===== config.mk =====
export PLATFORM = sky130hd
export DESIGN_NAME = match_controller
export DESIGN_NICKNAME = d
export VERILOG_FILES = /design/src/rtl/match_controller.sv
export SDC_FILE = /design/constraint.sdc
export NUM_CORES = 1
export LEC_CHECK = 0
export BUFFER_PORTS_ARGS = -buffer_cell sky130_fd_sc_hd__buf_2
export CAP_MARGIN = 40
export CORE_ASPECT_RATIO = 1.1
export CORE_MARGIN = 1
export CORE_UTILIZATION = 54
export DETAILED_ROUTE_END_ITERATION = 8
export PLACE_DENSITY = 0.76
export SKIP_LAST_GASP = 1
export SLEW_MARGIN = 25
export SYNTH_ARGS = -nofsm -noshare
export SYNTH_HDL_FRONTEND = slang
export SYNTH_SLANG_ARGS = --single-unit

===== constraint.sdc =====
create_clock -name clk -period 2.4 [get_ports clk]
set_input_delay 0.36 -clock clk [delete_from_list [all_inputs] [get_ports clk]]
set_output_delay 0.36 -clock clk [all_outputs]
set_load 0.01 [all_outputs]

===== src/rtl/match_controller.sv =====
// -----------------------------------------------------------------------------
// match_controller
//
// Pong match sequencer placed between the frame-tick source and the ball
// datapath. It decides when the ball may move (idle, serve countdown, live
// play, pause, post-point freeze, game over), watches both score counters,
// declares a winner and issues a one-cycle clear pulse that restarts the ball
// datapath and its scores.
//
// Parameters
//   WIN_SCORE     score (6-bit compare) at which a player wins, 1..63
//   SERVE_FRAMES  refresh ticks of countdown before play starts, 1..127
//   POINT_FRAMES  refresh ticks of freeze after a point is scored, 1..127
//
// Ports
//   clk            in   system clock
//   reset          in   asynchronous, active-low reset (0 = reset)
//   refresh_tick   in   one-cycle pulse per video frame
//   btn_start      in   start button level, already synchronised
//   btn_pause      in   pause button level, already synchronised
//   score_player1  in   [5:0] player-1 score from the ball datapath
//   score_player2  in   [5:0] player-2 score from the ball datapath
//   ball_tick      out  refresh_tick gated by live play (combinational)
//   match_clear    out  one-cycle pulse resetting the ball datapath
//   state          out  [2:0] current sequencer state encoding
//   serve_count    out  [6:0] frames left in the current SERVE/POINT wait
//   winner         out  [1:0] 00 none, 01 player1, 10 player2
// -----------------------------------------------------------------------------
module match_controller #(
    parameter int unsigned WIN_SCORE    = 7,
    parameter int unsigned SERVE_FRAMES = 60,
    parameter int unsigned POINT_FRAMES = 30
) (
    input  logic       clk,
    input  logic       reset,
    input  logic       refresh_tick,
    input  logic       btn_start,
    input  logic       btn_pause,
    input  logic [5:0] score_player1,
    input  logic [5:0] score_player2,
    output logic       ball_tick,
    output logic       match_clear,
    output logic [2:0] state,
    output logic [6:0] serve_count,
    output logic [1:0] winner
);

    localparam logic [5:0] WIN_L   = 6'(WIN_SCORE);
    localparam logic [6:0] SERVE_L = 7'(SERVE_FRAMES);
    localparam logic [6:0] POINT_L = 7'(POINT_FRAMES);

    localparam logic [1:0] WIN_NONE = 2'b00;
    localparam logic [1:0] WIN_P1   = 2'b01;
    localparam logic [1:0] WIN_P2   = 2'b10;

    typedef enum logic [2:0] {
        ST_IDLE  = 3'd0,
        ST_SERVE = 3'd1,
        ST_PLAY  = 3'd2,
        ST_PAUSE = 3'd3,
        ST_POINT = 3'd4,
        ST_OVER  = 3'd5
    } state_e;

    // Registered state and outputs
    state_e     state_q,       state_d;
    logic [6:0] count_q,       count_d;
    logic [1:0] winner_q,      winner_d;
    logic       clear_q,       clear_d;

    // Input history: button levels and scores from the previous clock
    logic       start_prev_q;
    logic       pause_prev_q;
    logic [5:0] prev1_q;
    logic [5:0] prev2_q;

    logic       start_edge;
    logic       pause_edge;
    logic       score_evt;
    logic       p1_wins;
    logic       p2_wins;
    logic       count_last;

    // The history registers clear to 0 in reset, so a button held through
    // reset release produces exactly one edge on the first clock afterwards.
    assign start_edge = btn_start & ~start_prev_q;
    assign pause_edge = btn_pause & ~pause_prev_q;

    // Any score movement is a candidate point; it only counts while in PLAY,
    // which is what keeps the datapath clear-to-zero from being scored.
    assign score_evt  = (score_player1 != prev1_q) | (score_player2 != prev2_q);

    assign p1_wins    = (score_player1 >= WIN_L);
    assign p2_wins    = (score_player2 >= WIN_L);

    // Treat 0 like 1 so the countdown can never underflow or stall.
    assign count_last = (count_q <= 7'd1);

    // Only the ball tick is combinational: the datapath must see the frame
    // pulse in the same cycle it arrives.
    assign ball_tick   = refresh_tick & (state_q == ST_PLAY);

    assign match_clear = clear_q;
    assign state       = state_q;
    assign serve_count = count_q;
    assign winner      = winner_q;

    always_comb begin
        state_d  = state_q;
        count_d  = count_q;
        winner_d = winner_q;
        clear_d  = 1'b0;

        case (state_q)
            ST_IDLE: begin
                if (start_edge) begin
                    clear_d = 1'b1;
                    count_d = SERVE_L;
                    state_d = ST_SERVE;
                end
            end

            ST_SERVE: begin
                if (refresh_tick) begin
                    if (count_last) begin
                        count_d = 7'd0;
                        state_d = ST_PLAY;
                    end else begin
                        count_d = count_q - 7'd1;
                    end
                end
            end

            ST_PLAY: begin
                // A point outranks a pause press arriving in the same clock;
                // player 1 is checked first when both reach the win score.
                if (score_evt) begin
                    if (p1_wins) begin
                        winner_d = WIN_P1;
                        state_d  = ST_OVER;
                    end else if (p2_wins) begin
                        winner_d = WIN_P2;
                        state_d  = ST_OVER;
                    end else begin
                        count_d  = POINT_L;
                        state_d  = ST_POINT;
                    end
                end else if (pause_edge) begin
                    state_d = ST_PAUSE;
                end
            end

            ST_PAUSE: begin
                if (pause_edge) begin
                    state_d = ST_PLAY;
                end
            end

            ST_POINT: begin
                if (refresh_tick) begin
                    if (count_last) begin
                        count_d = SERVE_L;
                        state_d = ST_SERVE;
                    end else begin
                        count_d = count_q - 7'd1;
                    end
                end
            end

            ST_OVER: begin
                if (start_edge) begin
                    clear_d  = 1'b1;
                    winner_d = WIN_NONE;
                    count_d  = SERVE_L;
                    state_d  = ST_SERVE;
                end
            end

            // Unused encodings recover to IDLE on the next clock.
            default: begin
                state_d = ST_IDLE;
            end
        endcase
    end

    always_ff @(posedge clk or negedge reset) begin
        if (!reset) begin
            state_q      <= ST_IDLE;
            count_q      <= 7'd0;
            winner_q     <= WIN_NONE;
            clear_q      <= 1'b0;
            start_prev_q <= 1'b0;
            pause_prev_q <= 1'b0;
            prev1_q      <= 6'd0;
            prev2_q      <= 6'd0;
        end else begin
            state_q      <= state_d;
            count_q      <= count_d;
            winner_q     <= winner_d;
            clear_q      <= clear_d;
            start_prev_q <= btn_start;
            pause_prev_q <= btn_pause;
            prev1_q      <= score_player1;
            prev2_q      <= score_player2;
        end
    end

endmodule


# After elaboration in Yosys (flattened, before gate mapping)
# Index checks and enable logic that the tools add are counted.
classes:
  add_sub_neg: 1
  mul: 0
  div_mod_pow: 0
  magnitude_cmp: 3
  eq_ne: 19
  n_shift: 0
  muxes: 27
  bitwise: 6
  n_reduce_logical: 7
ops:
  columns: ["cell", "n"]
  rows:
  - ["7-bit two-way mux", 8]
  - ["7-bit one-hot mux with 4 select lines", 1]
  - ["3-bit two-way mux", 8]
  - ["2-bit != test, second input constant", 9]
  - ["3-bit one-hot mux with 5 select lines", 1]
  - ["7-bit AND reduction", 2]
  - ["6-bit by 3-bit greater-or-equal comparator with 1-bit output, second input constant", 2]
  - ["6-bit != test", 2]
  - ["2-bit two-way mux", 4]
  - ["7-bit by 1-bit <= comparator with 1-bit output, second input constant", 1]
  - ["7-bit by 1-bit subtractor with 7-bit output, second input constant", 1]
  - ["3-bit by 2-bit == test with 1-bit output, second input constant", 2]
  - ["3-bit == test, second input constant", 2]
  - ["3-bit != test, second input constant", 2]
  - ["1-bit two-way mux", 4]
  - ["2-bit one-hot mux with 2 select lines", 1]
  - ["4-bit AND reduction", 1]
  - ["4-bit nonzero test", 1]
  - ["1-bit bitwise AND", 3]
  - ["3-bit by 1-bit == test with 1-bit output, second input constant", 1]
  - ["3-bit logical NOT", 1]
  - ["2-bit by 1-bit != test with 1-bit output, second input constant", 1]
  - ["1-bit inverter", 2]
  - ["2-bit nonzero test", 1]
  - ["2 further kinds", 2]
word_totals:
  reg_bits: 27
  latchBits: 0
  ramBits: 0
  romBits: 0
  input_bits: 17
  output_inout_bits: 14
  word_cells: 71
  memories: 0

# Logic depth before layout (Yosys ltp)
# Gate-level depths: netlist of the first run.
logic_depth:
  depth_word: 5
  mapped_depth: 7
  ltp_nobuf: 7

# Worst setup path after synthesis of the first run
# Ideal clock, no wire load.
synth_path:
  path_type: "reg2reg"
  start: "register state_q[0], in the netlist state[0]"
  end: "register count_q[0], in the netlist serve_count[0]"
  setup_time_ns: 0.125
  t_arrival_ns: 1.811
  required_time_ns: 2.275
  slack_ns: 0.464
  stages_incl_launch_ff: 8
  n_path_buf: 2
  synth_period_minus_slack_ns: 1.936
  path_cell_list: "dfrtp_1 -> buf_6 -> inv_2 -> nand3_1 -> nor4_4 -> or3_1 -> buf_6 -> mux2_4"
synth_between:
  elab_chain_cells: 4
  elab_cells_between_ends: 15
  cone_classes: "eq/ne (10); mux (1); reduce/logical (4)"
synth_lines:
  columns: ["element", "line", "rtl"]
  rows:
  - ["start: declaration", "66", "state_e state_q, state_d;"]
  - ["start signal: assignment", "197", "state_q <= state_d;"]
  - ["3-bit == test / 3-bit logical NOT (equally long branches)", "114", "case (state_q)"]
  - ["2-bit OR reduction (no line)", null, null]
  - ["4-bit nonzero test (no line) / 2-bit by 1-bit != test with 1-bit output (equally long branches)", null, null]
  - ["7-bit AND reduction (no line)", null, null]
  - ["end signal: assignment", "198", "count_q <= count_d;"]
  - ["end: declaration", "67", "logic [6:0] count_q, count_d;"]
# Parallel ways exist; a longest one is shown, timed or not.
# A chain may end at the register's enable or synchronous reset.

# Worst setup path in the final report of the first run
layout_path:
  start: "register state_q[2], in the netlist state[2]"
  end: "register count_q[0], in the netlist serve_count[0]"
# Same word-level chain as after synthesis.

==> results of run 1 <==
-- worst max path at each step --
| stage | from | endpoint | cells past startpoint | slack, ns |
|---|---|---|---|---|
| global route | state[2]$_DFFE_PN0P_ | ball_tick | 4 | 0.11 |
| CTS | state[2]$_DFFE_PN0P_ | ball_tick | 4 | 0.24 |
| finish | state[2]$_DFFE_PN0P_ | serve_count[0]$_DFFE_PN0P_ | 5 | 0.24 |
| detailed placement | state[2]$_DFFE_PN0P_ | serve_count[0]$_DFFE_PN0P_ | 5 | 0.26 |
| floorplan | state[0]$_DFFE_PN0P_ | serve_count[0]$_DFFE_PN0P_ | 7 | 0.46 |
| global placement | state[2]$_DFFE_PN0P_ | serve_count[0]$_DFFE_PN0P_ | 5 | 0.30 |
-- final cells by class --
| cell class | instances | area, µm² | share of cell area |
|---|---|---|---|
| tap | 33 | 41.3 | 0.0237 |
| multi-input combinational | 104 | 803 | 0.461 |
| timing repair buffer | 32 | 165 | 0.0948 |
| inverter | 8 | 30.0 | 0.0172 |
| clock buffer | 4 | 26.3 | 0.0151 |
| sequential | 27 | 676 | 0.388 |
-- sequential cells by signal (all words and copies together), names as in the netlist --
register      flops
prev1_q           6
pause_prev_q      1
prev2_q           6
serve_count       7
start_prev_q      1
winner            2
state             3
match_clear       1
-- cells in the final DEF, fill, tap and decap left out, drive strengths merged, types with 4 or more instances in the layout --
| cell type | n |
|---|---|
| buf | 32 |
| dfrtp | 27 |
| xnor2 | 12 |
| nor3 | 9 |
| nor2 | 8 |
| inv | 8 |
| nand2 | 7 |
| nand3 | 6 |
| o21ai | 6 |
| a31oi | 5 |
| nand4 | 4 |
| nor4 | 4 |
| clkbuf | 4 |
-- where the power goes --
part / internal, mW / switching, mW
clock: 0.0652 / 0.141
combinational: 0.396 / 0.499
sequential: 0.552 / 0.150
-- worst max-delay path: stages, from the launching register on --
cell,delay (ns)
dfrtp_1,0.66
xor2_4,0.23
o2bb2ai_2,0.13
a22oi_2,0.12
or3_1,0.57
mux2_4,0.36
-- logic make-up after synthesis --
logic type,synth area share
simple gates,0.202
mux,0.0291
xor+xnor,0.0858
fa+ha+maj,0.0162
buf+inv,0.0437
compound gates,0.186
flops,0.437
-- per-layer routing --
layer  vias up  global-route usage
met5         -                   0
met4         0               0.120
met3         6              0.0236
met2        33               0.396
met1       593               0.307
li1        601                   -
-- stage by stage --
stage | instance area (µm²) | cells
after global placement | 1720 | 204
after detailed placement | 1720 | 204
after global routing | 1740 | 208
after CTS | 1740 | 208
final | 1740 | 208
after floorplan | 1550 | 143
==> results.yml, run 1 <==
drt:
  vias: 1233
  route.detailed.drc: 0
  dr_wl_met2_um: 1660
  routed_wl_um: 3280
  routedWlPerCell_um: 15.8
  m1WireLength_um: 1480
  drtIter0Drc: 33
  wl_met3_um: 101
  ant_nets: 0
  top_layer: "met4"
  vias_per_cell: 5.93
  firstDrtPassIters: 4
pwr:
  p_leak_nw: 0.752
  total_power_mw: 1.80
  powerDensity_nw_per_um2: 1040
  ir_drop_v: 0.000693
yosys:
  syn_area_per_cell_um2: 10.8
  yosysWarnings: 0
  yosys_register_bits: 27
  synth_top_area_share: 0.437
  ys_seq_area_frac: 0.437
  ys.flop_type: "dfrtp_1"
  async_flop_share: 1.00
  synth_area_um2: 1550
  synthTopCellsByArea: "dfrtp_1, xnor2_1, mux2_4"
  synthTopCellsByCount: "dfrtp_1, xnor2_1, nor2_1"
  synthCells: 143
  syn_nets: 162
  yosysTopAreaCell: "dfrtp_1"
  synth_most_common_cell: "dfrtp_1"
  synth_edf_count: 0
  synthDistinctLibCells: 48
layout:
  n_fill_cell: 239
  area_growth_pct: 12.6
  final_util: 0.633
  nets: 195
  antenna_cells: 0
  drive_gt1_frac: 0.291
clock_network:
  clock-root-buffer: "clkbuf_4"
  cts_tree: "built"
  cts_buffers: 3
  cts.clk_slew.worst_paths_ns: 0.15
  clk_path_buf_depth: 2
  ctsHoldBuffers: 0
  cts-resized-gates: 0
  htreeDepth: 1
  cts_setup_buffers: 0
  clock_latency_ns: 0.33
  clkSinkCount: 27
global_routing:
  first_global_vias: 1232
  track_usage: 0.239
  grt-ovfl-total: 0
  grt_max_degree: 28
  grt_pass1_wl_um: 5450
  antenna_found_initial: 0
setup_path:
  cp-start-kind: "register"
  cp.arrival_ns: 2.40
  cp_max_fo: 12
  rr_startpoint: "state[2]$_DFFE_PN0P_"
  worstPathRequired_ns: 2.64
  timing.rr.end: "serve_count[0]$_DFFE_PN0P_"
  worstSetupEndpointType: "register"
  reg2reg_depth: 5
  reg2reg_slack_ns: 0.24
  path_class: "reg2reg"
sta:
  setup_violations: 0
  holdWs_ns: 0.0133
  post-route-min-period_ns: 2.16
  tns_ns: 0
  clock_skew_ns: 0.00295
  fmax_ghz: 0.463
  slew_violations: 0
  rsz0062_at_grt: "false"
  worst_pin_slew_ns: 0.613
  relSlewSlack: 0.591
  setup_ws_ns: 0.239
  finalHoldViolations: 0
  timing.final.crit_share: 0.901
placement:
  dpl.hpwl_um: 2540
  gp_congestion: 0.840
  dp_slack_ns: 0.262
  io_buffers: 30
floorplan:
  ios: 31
  rows: 20
  die-area_um2: 3080
  start_util: 0.562
  fp.dieW_um: 53.0
  core-area_um2: 2750
  die_height_um: 58.1
run_status:
  status: "finished clean"
flow_run:
  maxCapViolations: 0
min_path:
  min_path_type: "in2async"
No activity file was read; power rests on OpenSTA's default activity.
==> inputs of run 2 (changes only) <==
--- a/config.mk
+++ b/config.mk
@@ -7,11 +7,13 @@
 export LEC_CHECK = 0
 export BUFFER_PORTS_ARGS = -buffer_cell sky130_fd_sc_hd__buf_2
 export CAP_MARGIN = 40
+export CELL_PAD_IN_SITES_DETAIL_PLACEMENT = 1
+export CELL_PAD_IN_SITES_GLOBAL_PLACEMENT = 1
 export CORE_ASPECT_RATIO = 1.1
 export CORE_MARGIN = 1
-export CORE_UTILIZATION = 54
+export CORE_UTILIZATION = 42
 export DETAILED_ROUTE_END_ITERATION = 8
-export PLACE_DENSITY = 0.76
+export PLACE_DENSITY = 0.75
 export SKIP_LAST_GASP = 1
 export SLEW_MARGIN = 25
 export SYNTH_ARGS = -nofsm -noshare
==> run 2 against run 1 <==
  * Clock power shrank 5%
  * Sequential power grew 2%
  * Worst setup slack worse by 0.029 ns
  * Routed wire length grew 10%
  * Count of clock-buffer cells in the layout down 1
  * Critical path type is now reg2out
  * Highest routed layer unchanged
  * Non-clock buffer count did not move
  * Utilization shrank 12 points
  * Final cell count is 7.2% higher
==> results.yml, run 2 (synthesized netlist as in run 1, its figures left out) <==
run_status:
  status: "finished clean"
drt:
  routed_wl_um: 3630
  route.detailed.drc: 0
  vias: 1263
  ant_nets: 0
  vias_per_cell: 5.66
  routedWlPerCell_um: 16.3
  firstDrtPassIters: 4
  drtIter0Drc: 53
sta:
  slew_violations: 0
  post-route-min-period_ns: 2.19
  rsz0062_at_grt: "false"
  timing.final.crit_share: 0.913
  clock_skew_ns: 0.00953
  fmax_ghz: 0.456
  relSlewSlack: 0.596
  finalHoldViolations: 0
  setup_violations: 0
  tns_ns: 0
  worst_pin_slew_ns: 0.606
layout:
  largest_reg_flops: 7
  nets: 195
  final_cell_mix: "buf_2, dfrtp_1, xnor2_1, nor2_1"
  final_common_cell: "buf_2"
  antenna_cells: 0
  area_growth_pct: 13.9
  n_fill_cell: 417
  drive_gt1_frac: 0.297
setup_path:
  cp_max_fo: 12
  path_cells: "nand2b_1 > nor2_1 > and2_1 > buf_2"
  worstPathRequired_ns: 2.04
  cp_slowest_cell: "dfrtp_1"
  cp-start-kind: "register"
  cp_top_family: "simple AND/OR/NAND/NOR gates"
  path_buf_inv: 1
  path_depth: 4
  max_stage_delay_ns: 0.58
  cp.arrival_ns: 1.83
  path_class: "reg2out"
  reg2reg_depth: 5
  worstSetupEndpointType: "output port"
  reg2reg_slack_ns: 0.25
clock_network:
  cts.clk_slew.worst_paths_ns: 0.14
  cts_buffers: 3
  cts_tree: "built"
  clock-root-buffer: "clkbuf_4"
  ctsHoldBuffers: 0
  clk_path_buf_depth: 2
  htreeDepth: 1
  cts_setup_buffers: 0
  cts-resized-gates: 0
  clock_latency_ns: 0.33
  clkSinkCount: 27
global_routing:
  grt-ovfl-total: 0
  track_usage: 0.208
  grt_max_degree: 28
  antenna_found_initial: 0
  first_global_vias: 1298
  grt_pass1_wl_um: 6100
floorplan:
  rows: 22
  ios: 31
  start_util: 0.453
  die-area_um2: 3930
  die_height_um: 65.6
  fp.dieW_um: 59.9
  core-area_um2: 3410
flow_run:
  maxCapViolations: 0
placement:
  dpl.hpwl_um: 2820
  io_buffers: 30
  gp_congestion: 0.871
min_path:
  min_path_type: "in2async"
pwr:
  ir_drop_v: 0.000506
  p_leak_nw: 0.755
  powerDensity_nw_per_um2: 1030
  total_power_mw: 1.81
-- run 2: worst paths after layout --
check                                      start                         end
hold reg to reg            winner[1]$_DFFE_PN0P_       winner[1]$_DFFE_PN0P_
setup / recovery            state[2]$_DFFE_PN0P_                   ball_tick
min in group clk                       btn_start      start_prev_q$_DFF_PN0_
max in group asynchronous                  reset  serve_count[3]$_DFFE_PN0P_
hold / removal                             reset        prev1_q[1]$_DFF_PN0_
setup reg to reg            state[2]$_DFFE_PN0P_  serve_count[0]$_DFFE_PN0P_
-- run 2: per-stage QoR --
stage	hold slack [ns]	instance area (µm²)	utilization	setup slack [ns]	instances
2_1_floorplan	0.0644	1550	-	0.464	143
3_3_place_gp	0.395	1730	0.508	0.255	219
3_5_place_dp	0.400	1730	0.508	0.262	219
5_1_grt	0.0352	1760	0.516	0.0907	223
4_1_cts	0.0180	1760	0.516	0.194	223
6_report	0.00821	1760	0.516	0.209	223
-- run 2: routing by layer --
metal,global-route usage,vias to the layer above,share of wire
met3,0.0236,5,0.023
met2,0.336,22,0.48
met1,0.278,634,0.48
li1,-,602,-
met4,0.0872,0,0.017
met5,0,-,0
-- run 2: layout make-up --
type / count / area, µm² / area share
timing repair buffer: 32 / 165 / 0.0937
multi-input combinational: 104 / 803 / 0.456
clock buffer: 3 / 22.5 / 0.0128
tap: 48 / 60.1 / 0.0341
sequential: 27 / 676 / 0.384
clock inverter: 1 / 5.00 / 0.00284
inverter: 8 / 30.0 / 0.0170
-- run 2: report_power, final --
part,switching [mW],internal (mW),total [mW],leakage (nW)
registers,0.161,0.552,0.713,0.325
logic,0.503,0.397,0.900,0.412
clock network,0.133,0.0627,0.196,0.0177
total,0.796,1.01,1.81,0.755
-- run 2: worst register-to-register path, cell delays in order, from the launching register on --
cell       delay [ns]
dfrtp_1          0.67
xor2_4           0.22
o2bb2ai_2        0.12
a22oi_2          0.11
or3_1            0.57
mux2_4           0.36
==> inputs of run 3 (changes only) <==
--- a/config.mk
+++ b/config.mk
@@ -14,6 +14,7 @@
 export CORE_UTILIZATION = 42
 export DETAILED_ROUTE_END_ITERATION = 8
 export PLACE_DENSITY = 0.75
+export RECOVER_POWER = 100
 export SKIP_LAST_GASP = 1
 export SLEW_MARGIN = 25
 export SYNTH_ARGS = -nofsm -noshare
==> constraint.sdc (replaced) <==
create_clock -name clk -period 2.4 [get_ports clk]
set_input_delay 0.12 -clock clk [delete_from_list [all_inputs] [get_ports clk]]
set_output_delay 0.12 -clock clk [all_outputs]
set_load 0.01 [all_outputs]
==> run 3 against run 2 <==
  * Critical path depth is 1 higher
  * Routed wire length is 12% higher
  * Maximum frequency decreased by 0.86%
==> results.yml, run 3 (synthesized netlist as in run 1, its figures left out) <==
run_status:
  status: "finished clean"
setup_path:
  cp-start-kind: "register"
  cp.arrival_ns: 2.44
  path_class: "reg2reg"
  cp_slowest_cell: "dfrtp_1"
  worstSetupEndpointType: "register"
  path_cells: "inv_2 > nand3_1 > nor4_1 > or3_1 > mux2_1"
  cp_max_fo: 9
  worstPathRequired_ns: 2.63
  max_stage_delay_ns: 0.56
floorplan:
  fp.dieW_um: 59.9
  die_height_um: 65.6
  start_util: 0.453
  ios: 31
  die-area_um2: 3930
  core-area_um2: 3410
  rows: 22
clock_network:
  ctsHoldBuffers: 15
  htreeDepth: 1
  cts-resized-gates: 0
  clock-root-buffer: "clkbuf_4"
  clk_path_buf_depth: 2
  cts_tree: "built"
  cts_buffers: 3
  cts.clk_slew.worst_paths_ns: 0.14
  cts_setup_buffers: 0
  clkSinkCount: 27
  clock_latency_ns: 0.33
pwr:
  p_seq_frac: 0.408
  power_switching_uw: 795
  powerDensity_nw_per_um2: 954
  total_power_mw: 1.76
  p_leak_nw: 0.700
  swShare: 0.452
  clkPwrFrac: 0.113
  p_comb_frac: 0.479
  ir_drop_v: 0.000444
  p_int_uw: 965
sta:
  timing.final.crit_share: 0.921
  post-route-min-period_ns: 2.21
  tns_ns: 0
  fmax_ghz: 0.453
  relSlewSlack: 0.0260
  rsz0062_at_grt: "false"
  worst_pin_slew_ns: 1.46
  slew_violations: 0
  setup_ws_ns: 0.190
  finalHoldViolations: 0
  clock_skew_ns: 0.00585
  setup_violations: 0
flow_run:
  maxCapViolations: 0
global_routing:
  antenna_found_initial: 0
  grt_max_degree: 28
  grt_pass1_wl_um: 6820
  track_usage: 0.234
  grt-ovfl-total: 0
  first_global_vias: 1403
layout:
  area_growth_pct: 19.3
  largest_reg_flops: 7
  antenna_cells: 0
  final_cell_mix: "clkbuf_1, dfrtp_1, dlygate4sd3_1, xnor2_1"
  nets: 210
  final_common_cell: "clkbuf_1"
  drive_gt1_frac: 0.0947
  finalNonFillerCells: 238
placement:
  io_buffers: 30
  dp_slack_ns: 0.245
  dp.cells: 219
  gp_congestion: 0.895
  dpl.hpwl_um: 2910
drt:
  vias: 1305
  vias_per_cell: 5.48
  routed_wl_um: 4050
  drtIter0Drc: 35
  firstDrtPassIters: 4
  ant_nets: 0
  routedWlPerCell_um: 17.0
  route.detailed.drc: 0
min_path:
  min_path_type: "in2reg"
[run 3: changes by cell type in the layout (fill, tap and decap cells not counted), sizes merged]
| cell | previous run | this run |
|---|---|---|
| buf | 32 | 3 |
| clkbuf | 3 | 32 |
| dlygate4sd3 | 0 | 15 |
[run 3: power by group through the flow]
stage | logic, mW | clock network [mW] | registers (mW)
2_1_floorplan | 0.697 | 0 | 0.697
3_3_place_gp | 0.888 | 0 | 0.713
3_5_place_dp | 0.900 | 0 | 0.725
4_1_cts | 0.928 | 0.209 | 0.716
5_1_grt | 0.950 | 0.229 | 0.738
6_report | 0.843 | 0.198 | 0.718
[run 3: layout make-up]
type,count,area [µm²]
clock buffer,3,22.5
clock inverter,1,5.00
fill,430,1570
inverter,8,30.0
multi-input combinational,104,772
sequential,27,676
tap,48,60.1
timing repair buffer,47,279
[run 3: through the flow]
stage                     area, µm²  utilization  hold WS, ns
after floorplan                1550            -       -0.176
after global placement         1730        0.508        0.154
after detailed placement       1730        0.508        0.172
after CTS                      1910        0.560        0.244
after global routing           1840        0.540        0.265
final                          1840        0.540        0.254
[run 3: path summary, 6_finish.rpt]
path | from | depth (start not counted) | slack (ns) | endpoint
min reg2reg | winner[1]$_DFFE_PN0P_ | 1 | 0.55 | winner[1]$_DFFE_PN0P_
max in group asynchronous | reset | 2 | 0.89 | serve_count[2]$_DFFE_PN0P_
min in group asynchronous | reset | 2 | 0.66 | prev2_q[0]$_DFF_PN0_
min | refresh_tick | 3 | 0.25 | state[2]$_DFFE_PN0P_
max reg2reg | state[0]$_DFFE_PN0P_ | 5 | 0.19 | serve_count[5]$_DFFE_PN0P_
max | state[0]$_DFFE_PN0P_ | 5 | 0.19 | serve_count[5]$_DFFE_PN0P_
[run 3: worst max-delay path, delay by kind of cell (launching register included)]
family	cells	cell delay (ns)
buf+inv	1	0.19
flops	1	0.56
mux	1	0.36
simple gates	3	1.01
[run 3: layer usage]
metal	global-route usage	wire, µm	vias to the layer above
li1	-	-	629
met1	0.306	1820	637
met2	0.383	2030	30
met3	0.0335	132	9
met4	0.0930	73	0
met5	0	0	-
